`src/rtl/cable_pkg.sv`:
```
`default_nettype none
// ------------------------------------------------------------------
// cable_pkg -- FSM state type and shared constants for cable_sensor_fe
// Revision: 1.0
// ------------------------------------------------------------------
package cable_pkg;

  localparam int ACC_W      = 12;
  localparam int ACC_TO_CYC = 64;

  typedef enum logic [1:0] {
    OFF    = 2'd0,
    SETTLE = 2'd1,
    RUN    = 2'd2,
    HOLD   = 2'd3
  } state_e;

endpackage
`default_nettype wire

```
`src/rtl/cable_debounce.sv`:
```
`default_nettype none
// ------------------------------------------------------------------
// cable_debounce -- accepts a new level after DEB_CYC equal samples
// Revision: 1.0
// ------------------------------------------------------------------
module cable_debounce #(
  parameter int DEB_CYC = 4
) (
  input  logic clk,
  input  logic reset,
  input  logic clr_i,
  input  logic en_i,
  input  logic sync_i,
  output logic stable_o
);

  localparam int            CW     = (DEB_CYC > 1) ? $clog2(DEB_CYC) : 1;
  localparam logic [CW-1:0] C_LAST = CW'(DEB_CYC - 1);

  logic [CW-1:0] cnt_q, cnt_d;
  logic          stable_q, stable_d;

  // Counter stops at C_LAST: the level is accepted there and the count restarts.
  always_comb begin
    cnt_d    = cnt_q;
    stable_d = stable_q;
    if (clr_i) begin
      cnt_d    = '0;
      stable_d = 1'b0;
    end else if (!en_i || (sync_i == stable_q)) begin
      cnt_d = '0;
    end else if (cnt_q == C_LAST) begin
      cnt_d    = '0;
      stable_d = sync_i;
    end else begin
      cnt_d = cnt_q + 1'b1;
    end
  end

  always_ff @(posedge clk) begin
    if (reset) begin
      cnt_q    <= '0;
      stable_q <= 1'b0;
    end else begin
      cnt_q    <= cnt_d;
      stable_q <= stable_d;
    end
  end

  assign stable_o = stable_q;

endmodule
`default_nettype wire

```
`src/rtl/cable_sensor_fe.sv`:
```
`default_nettype none
// ------------------------------------------------------------------
// cable_sensor_fe -- cable-presence sensor and accelerometer front end
// Optional macro CABLE_ACC_TIMEOUT_EN adds the accelerometer timeout fault.
// Revision: 1.0
// ------------------------------------------------------------------
module cable_sensor_fe
  import cable_pkg::*;
#(
  parameter int               SETTLE_CYC = 8,
  parameter int               DEB_CYC    = 4,
  parameter logic [ACC_W-1:0] ACC_THRESH = 12'd2048
) (
  input  logic             clk,
  input  logic             reset,
  input  logic             en_sensor,
  input  logic             en_acc,
  input  logic             en_clamp,
  input  logic             sens_raw,
  input  logic             acc_valid,
  input  logic [ACC_W-1:0] acc_data,
  output logic             acc_ready,
  output logic             sensor_pwr,
  output logic             detect,
  output logic             flag,
  output logic             fault
);

  localparam int            SW            = (SETTLE_CYC > 1) ? $clog2(SETTLE_CYC) : 1;
  localparam logic [SW-1:0] C_SETTLE_LAST = SW'(SETTLE_CYC - 1);

  logic          sync1_q, sync2_q;
  state_e        state_q;
  logic [SW-1:0] settle_cnt_q;
  logic          sensor_pwr_q;
  logic          flag_q;

  always_ff @(posedge clk) begin
    if (reset) begin
      sync1_q <= 1'b0;
      sync2_q <= 1'b0;
    end else begin
      sync1_q <= sens_raw;
      sync2_q <= sync1_q;
    end
  end

  assign acc_ready = (state_q == RUN) && en_acc;

  // Dropping en_sensor wins over everything except reset, from any state.
  always_ff @(posedge clk) begin
    if (reset || !en_sensor) begin
      state_q      <= OFF;
      settle_cnt_q <= '0;
      sensor_pwr_q <= 1'b0;
      flag_q       <= 1'b0;
    end else begin
      case (state_q)
        OFF: begin
          state_q      <= SETTLE;
          settle_cnt_q <= '0;
          sensor_pwr_q <= 1'b1;
        end
        SETTLE: begin
          if (settle_cnt_q == C_SETTLE_LAST) begin
            state_q      <= RUN;
            settle_cnt_q <= '0;
          end else begin
            settle_cnt_q <= settle_cnt_q + 1'b1;
          end
        end
        RUN: begin
          if (en_clamp) state_q <= HOLD;
          if (!en_acc) begin
            flag_q <= 1'b0;
          end else if (acc_valid) begin
            flag_q <= (acc_data >= ACC_THRESH);
          end
        end
        HOLD: begin
          if (!en_clamp) state_q <= RUN;
        end
        default: state_q <= OFF;
      endcase
    end
  end

  cable_debounce #(
    .DEB_CYC (DEB_CYC)
  ) u_debounce (
    .clk      (clk),
    .reset    (reset),
    .clr_i    (!en_sensor),
    .en_i     (state_q == RUN),
    .sync_i   (sync2_q),
    .stable_o (detect)
  );

  assign sensor_pwr = sensor_pwr_q;

`ifdef CABLE_ACC_TIMEOUT_EN
  localparam int            TW        = $clog2(ACC_TO_CYC);
  localparam logic [TW-1:0] C_TO_LAST = TW'(ACC_TO_CYC - 1);

  logic [TW-1:0] to_cnt_q;
  logic          fault_q;

  // Fault latches after ACC_TO_CYC idle ready cycles; the counter then sits at its top.
  always_ff @(posedge clk) begin
    if (reset || !en_sensor) begin
      to_cnt_q <= '0;
      fault_q  <= 1'b0;
    end else if (!acc_ready || acc_valid) begin
      to_cnt_q <= '0;
    end else if (to_cnt_q == C_TO_LAST) begin
      fault_q <= 1'b1;
    end else begin
      to_cnt_q <= to_cnt_q + 1'b1;
    end
  end

  assign fault = fault_q;
  assign flag  = flag_q | fault_q;
`else
  assign fault = 1'b0;
  assign flag  = flag_q;
`endif

endmodule
`default_nettype wire

```
`config.mk`:
```
export PLATFORM = sky130hd
export DESIGN_NAME = cable_sensor_fe
export DESIGN_NICKNAME = d
export VERILOG_FILES = /design/src/rtl/cable_pkg.sv /design/src/rtl/cable_debounce.sv /design/src/rtl/cable_sensor_fe.sv
export SDC_FILE = /design/constraint.sdc
export NUM_CORES = 1
export LEC_CHECK = 0
export CAP_MARGIN = 0
export CORE_MARGIN = 1.5
export CORE_UTILIZATION = 25
export DETAILED_ROUTE_END_ITERATION = 8
export PLACE_DENSITY = 0.53
export SYNTH_ARGS = -nofsm -noshare
export SYNTH_HDL_FRONTEND = slang
export SYNTH_HIERARCHICAL = 1
export SYNTH_SLANG_ARGS = --single-unit
```
`constraint.sdc`:
```
create_clock -name clk -period 2.1 [get_ports clk]
set_clock_uncertainty 0.15 [all_clocks]
set_input_delay 0.315 -clock clk [delete_from_list [all_inputs] [get_ports clk]]
set_output_delay 0.315 -clock clk [all_outputs]
set_load 0.02 [all_outputs]
```
[Yosys cells after proc, flatten, opt, wreduce, memory -nomap -nowiden]
Cells that the tools add are included.
Storage, ports and cells
  register bits after elaboration: 12
  bits of input ports: 19
  output and inout bits: 5
  word-level logic and storage cells: 43
Operators by class
  add/sub/neg operators: 2
  $lt $le $gt $ge: 1
  equal/unequal tests: 10
  multiplexer cells: 8
  bitwise gates (word level): 2
  reduce and logical (&&, ||, !) cells: 12
Operators by type and width (number)
  $ge 12x12->1 const B: 1
  $pmux 2 s4: 1
  $eq 2x2->1 const B: 3
  $mux 2: 3
  $ne 2x2->1 const B: 3
  $pmux 3 s2: 1
  $reduce_and 2->1: 2
  $reduce_or 4->1: 1
  $add 3x1->3 const B: 1
  $eq 3x3->1 const B: 1
  $mux 3: 1
  $reduce_and 3->1: 1
  $add 2x1->2 const B: 1
  $eq 2x1->1 const B: 1
  $logic_not 1->1: 2
  $logic_not 2->1: 1
  $logic_or 1x1->1: 2
  $mux 1: 2
  $ne 2x1->1 const B: 1
  $not 1->1: 2
  $reduce_bool 2->1: 1
  $reduce_or 2->1: 1
  $eq 1x1->1: 1
  $logic_and 1x1->1: 1

[Depth between registers and ports, before layout]
  depth in word-level cells: 5
  mapped depth: 5
  mapped depth without buffers: 5

[Modules after synthesis]
Netlist, hierarchy kept.
By module, submodules not included
  cable_sensor_fe: instances 1, cells each 39, area each 384.1 µm², seq. area each 180.2 µm²
  cable_debounce: instances 1, cells each 11, area each 140.1 µm², seq. area each 60.1 µm²

[Worst setup path before layout]
Ideal clock, no wire load.
  path type: register to register
  start: register u_debounce.cnt_q[0]
  end: register u_debounce.cnt_q[1]
  setup time: 0.073 ns
  arrival time: 1.198 ns
  required time: 1.877 ns
  slack: 0.679 ns
  stages on the path, launching flop included: 4
  path buffers: 0
  clock period less this slack: 1.421 ns
  cell sequence: dfxtp_1 -> ha_1 -> or4b_4 -> nor3b_2
On the way
  word-level cells in the longest chain between the ends: 2
  elaborated cells between the ends (all ways): 3
  classes of those cells: add/sub: 1; eq/ne: 1; reduce/logical: 1
Ends and longest elaborated chain
  start, declared: RTL line cable_debounce.sv:20  | logic [CW-1:0] cnt_q, cnt_d;
  start signal, assigned: RTL line cable_debounce.sv:45  | cnt_q <= cnt_d;
  $eq 2x2->1: RTL line cable_debounce.sv:32  | end else if (cnt_q == C_LAST) begin
  $reduce_or 4->1 (no source line)
Parallel ways exist; a longest one is shown, timed or not.
A chain may end at the register's enable or synchronous reset.

[Worst setup path after layout]
  start: input port en_acc
  end: output port acc_ready
On the way
  word-level cells in the longest chain between the ends: 1
Ends and longest elaborated chain
  start, declared: RTL line cable_sensor_fe.sv:17  | input logic en_acc,
  $logic_and 1x1->1: RTL line cable_sensor_fe.sv:48  | assign acc_ready = (state_q == RUN) && en_acc;
  end, declared: RTL line cable_sensor_fe.sv:22  | output logic acc_ready,
Every way passes these cells.

==> impl_summary.log <==
[metrics] result of the run: complete, no violations
[metrics] routability-driven placement congestion ratio: between 0.6 and 0.7
[metrics] Starting DRT DRC Count: 2
[metrics] antenna diode count: 0
[metrics] placeable core region: 1960 um^2
[metrics] number of cells in the finished layout apart from fillers: 90
[metrics] routed length per placed instance: 9.33 um
[metrics] largest vdd supply drop: 252 uV
[metrics] Max H-tree Level: 1
[metrics] cell types with the largest area share after synthesis: dfxtp_1 (46%), ha_1 (7.2%), nor2_1 (6.4%)
[metrics] via count: 380
[metrics] Power, Total: 0.454 mW
[metrics] Mapped Area: roughly 520 um^2
[metrics] fraction of final layout cells sized beyond drive strength 1: 0.222
[metrics] num rows: 16
[metrics] largest incremental delay on the critical path: 600 ps
[metrics] nets@finish: 86
[metrics] sort of element at the start of the critical path: primary input
[metrics] startpoint of the worst-slack reg-to-reg timing path: u_debounce/cnt_q[0]
[metrics] Worst Path Buf+Inv: 2
[metrics] remaining global-route overflow: 0
[metrics] P_leak: 0.260 nW
[metrics] proportion of synthesized chip area in sequential cells: 0.458
[metrics] Crit path required time: 1630 ps
[metrics] most area-hungry cell type in the Yosys netlist: dfxtp_1
[metrics] nature of the critical path endpoint: output port
[metrics] HPWL reported at the end of detailed placement: roughly 630 um
[metrics] Max Clock Freq: 0.488 GHz
[metrics] area of the die: 2380 um^2
[metrics] synthesized instance count: 50
[metrics] Warnings, synthesis: 6
[metrics] worst-path cell chain: clkdlybuf4s50_1, and3b_2, clkdlybuf4s50_1
[metrics] Post-synth EDFFs: 0
[metrics] antenna violations before repair: 0
[metrics] start point of the critical path: en_acc
[metrics] kind of cell with the highest combined delay on the critical path: buffers and inverters
[metrics] minimum clock period after layout: 2050 ps
[metrics] detailed-routing iteration count for the pre-antenna-repair pass: 3
[metrics] Clock Tree Root: clkbuf_4
[metrics] power density normalized to cell area: approximately 660 nW/um^2
[metrics] # placed instances: 86
[metrics] async set-reset flop share out of synthesis: 0
[metrics] Reg clk slew, reported paths: 80 ps
[metrics] die extent in x: 48.8 um
[metrics] CP dominant cell by count: clkdlybuf4s50_1
[metrics] DRC violations left: 0
[metrics] total of flip-flops plus latches after synthesis: 12
[metrics] initial cell density of the core: 0.267
[metrics] Setup Crit Path Kind: in -> out
[metrics] top cell type's share of synthesized area: 0.458
[metrics] cell with the largest stage delay on the worst path: clkdlybuf4s50_1
[metrics] CTS max path bufs: 2
[metrics] placement-stage cell area: 649 um^2
[metrics] largest net degree at the start of global routing: 10
[metrics] clock tree from TritonCTS: built
[metrics] CTS Buf Count: 3
[metrics] die outline height: 48.8 um
[metrics] final antenna-violating net count: 0
[metrics] Final Hold Violating Endpoints: 0
[metrics] Total Routed Length: roughly 840 um
[metrics] most instantiated library cell after synthesis: dfxtp_1
[metrics] distinct cell type count after synthesis: 24
[metrics] cell area after layout: 687 um^2
[metrics] global-route total usage across every layer: 0.0865
[metrics] area overhead of the layout relative to synthesis: 31.0%
[metrics] total clock sinks: 12
[metrics] Synth Area per Inst: 10.5 um^2
[metrics] worst-skew pair later-pin latency: 270 ps
[metrics] RSZ-0062 raised after global routing: no
[metrics] MaxCap Viol Count: 0
[metrics] ratio of final minimum period to clock period: 0.976
[metrics] net count after synthesis: 72
[metrics] post-route setup TNS: 0 ps
[metrics] global-route wire length before repair: 1530 um
[metrics] CTS Hold Buffers Added: 0
[metrics] hold path startpoint: sync1_q
[metrics] ranking of synthesized cells by instance count: dfxtp_1 (12), nor2_1 (9), a22oi_1 (3), ha_1 (3)
[metrics] via count of the first global-routing pass: 361
[metrics] Max Fanout on Critical Path: 2
[metrics] setup bufs post-CTS: 0
[metrics] dominant synthesized flop cell: dfxtp_1
[metrics] Hold/Removal Path Class: reg -> reg
[metrics] vias per cell: ~4.2
[metrics] count of buffers inserted at the top-level ports: 11
[metrics] final-report setup violation count: 0
[metrics] max-slew violation total from the final report: 0
[metrics] I/O pin cnt: 24
[metrics] signal arrival time at the worst endpoint: 1580 ps
-- worst paths after layout --
check        depth (start not counted)                   to  slack (ps)
max                                  3            acc_ready          50
min reg2reg                          1              sync2_q         290
max reg2reg                          3  u_debounce/cnt_q[1]         600
min                                  1              sync2_q         290
-- layout make-up --
| class | instances | area (um^2) |
|---|---|---|
| tap | 27 | 33.8 |
| timing repair buffer | 11 | 110 |
| inverter | 1 | 3.75 |
| fill | 228 | 1270 |
| sequential | 12 | 241 |
| multi-input combinational | 35 | 262 |
| clock buffer | 4 | 36.3 |
-- cells in the final DEF (no fill, tap or decap), drive strengths merged, types with 3 or more instances in the layout --
| cell | count |
|---|---|
| a22oi | 3 |
| nor2b | 4 |
| dfxtp | 12 |
| nor2 | 9 |
| ha | 3 |
| clkdlybuf4s50 | 11 |
| clkbuf | 4 |
| a21oi | 3 |
-- per-layer routing --
layer / share of wire / GRT usage / vias up
met2: 0.43 / 0.128 / 10
met5: 0 / 0 / -
met4: 0.042 / 0.100 / 0
li1: - / - / 196
met1: 0.48 / 0.0979 / 170
met3: 0.044 / 0.0153 / 4
-- kinds of logic (layout without fill, tap and decap cells) --
| group | after synthesis | after routing | share of synthesized area |
|---|---|---|---|
| other | 1 | 1 | 0.00715 |
| buffers and inverters | 3 | 16 | 0.0430 |
| XOR/XNOR | 1 | 1 | 0.0167 |
| flip-flops | 12 | 12 | 0.458 |
| AO/OA/AOI/OAI | 9 | 9 | 0.131 |
| adder cells (fa/ha/maj) | 3 | 3 | 0.0716 |
| AND/OR/NAND/NOR | 21 | 21 | 0.272 |
-- where the power goes --
group	leakage (nW)	total [mW]	internal [mW]	switching, mW
clock	0.0210	0.187	0.105	0.0815
sequential	0.0982	0.235	0.232	0.00334
combinational	0.141	0.0315	0.0184	0.0131
-- per-stage QoR --
step / setup slack [ps] / utilization / hold slack [ps]
floorplan: 679 / - / 237
global placement: 50.1 / 0.331 / 270
detailed placement: 49.3 / 0.331 / 275
CTS: 44.6 / 0.350 / 294
global route: 19.6 / 0.350 / 315
finish: 50.5 / 0.350 / 292
-- worst register-to-register path, cell delays in order (launching register included) --
cell and delay [ps]:
dfxtp_1 330, ha_1 230, or4b_4 560, nor3b_2 160
-- registers in the layout, indices dropped and copies added, names as in the netlist --
signal and count:
settle_cnt_q 3, u_debounce/stable_o 1, flag 1, u_debounce/cnt_q 2, sensor_pwr 1, sync1_q 1
state_q 2, sync2_q 1
-- repair_timing --
| action | CTS | global route |
|---|---|---|
| resized for setup | 1 | 0 |
| endpoints found under the setup margin | 1 | 0 |
| endpoints found under the hold margin | 0 | 0 |
Note: power is estimated with default switching activity, not from simulation.
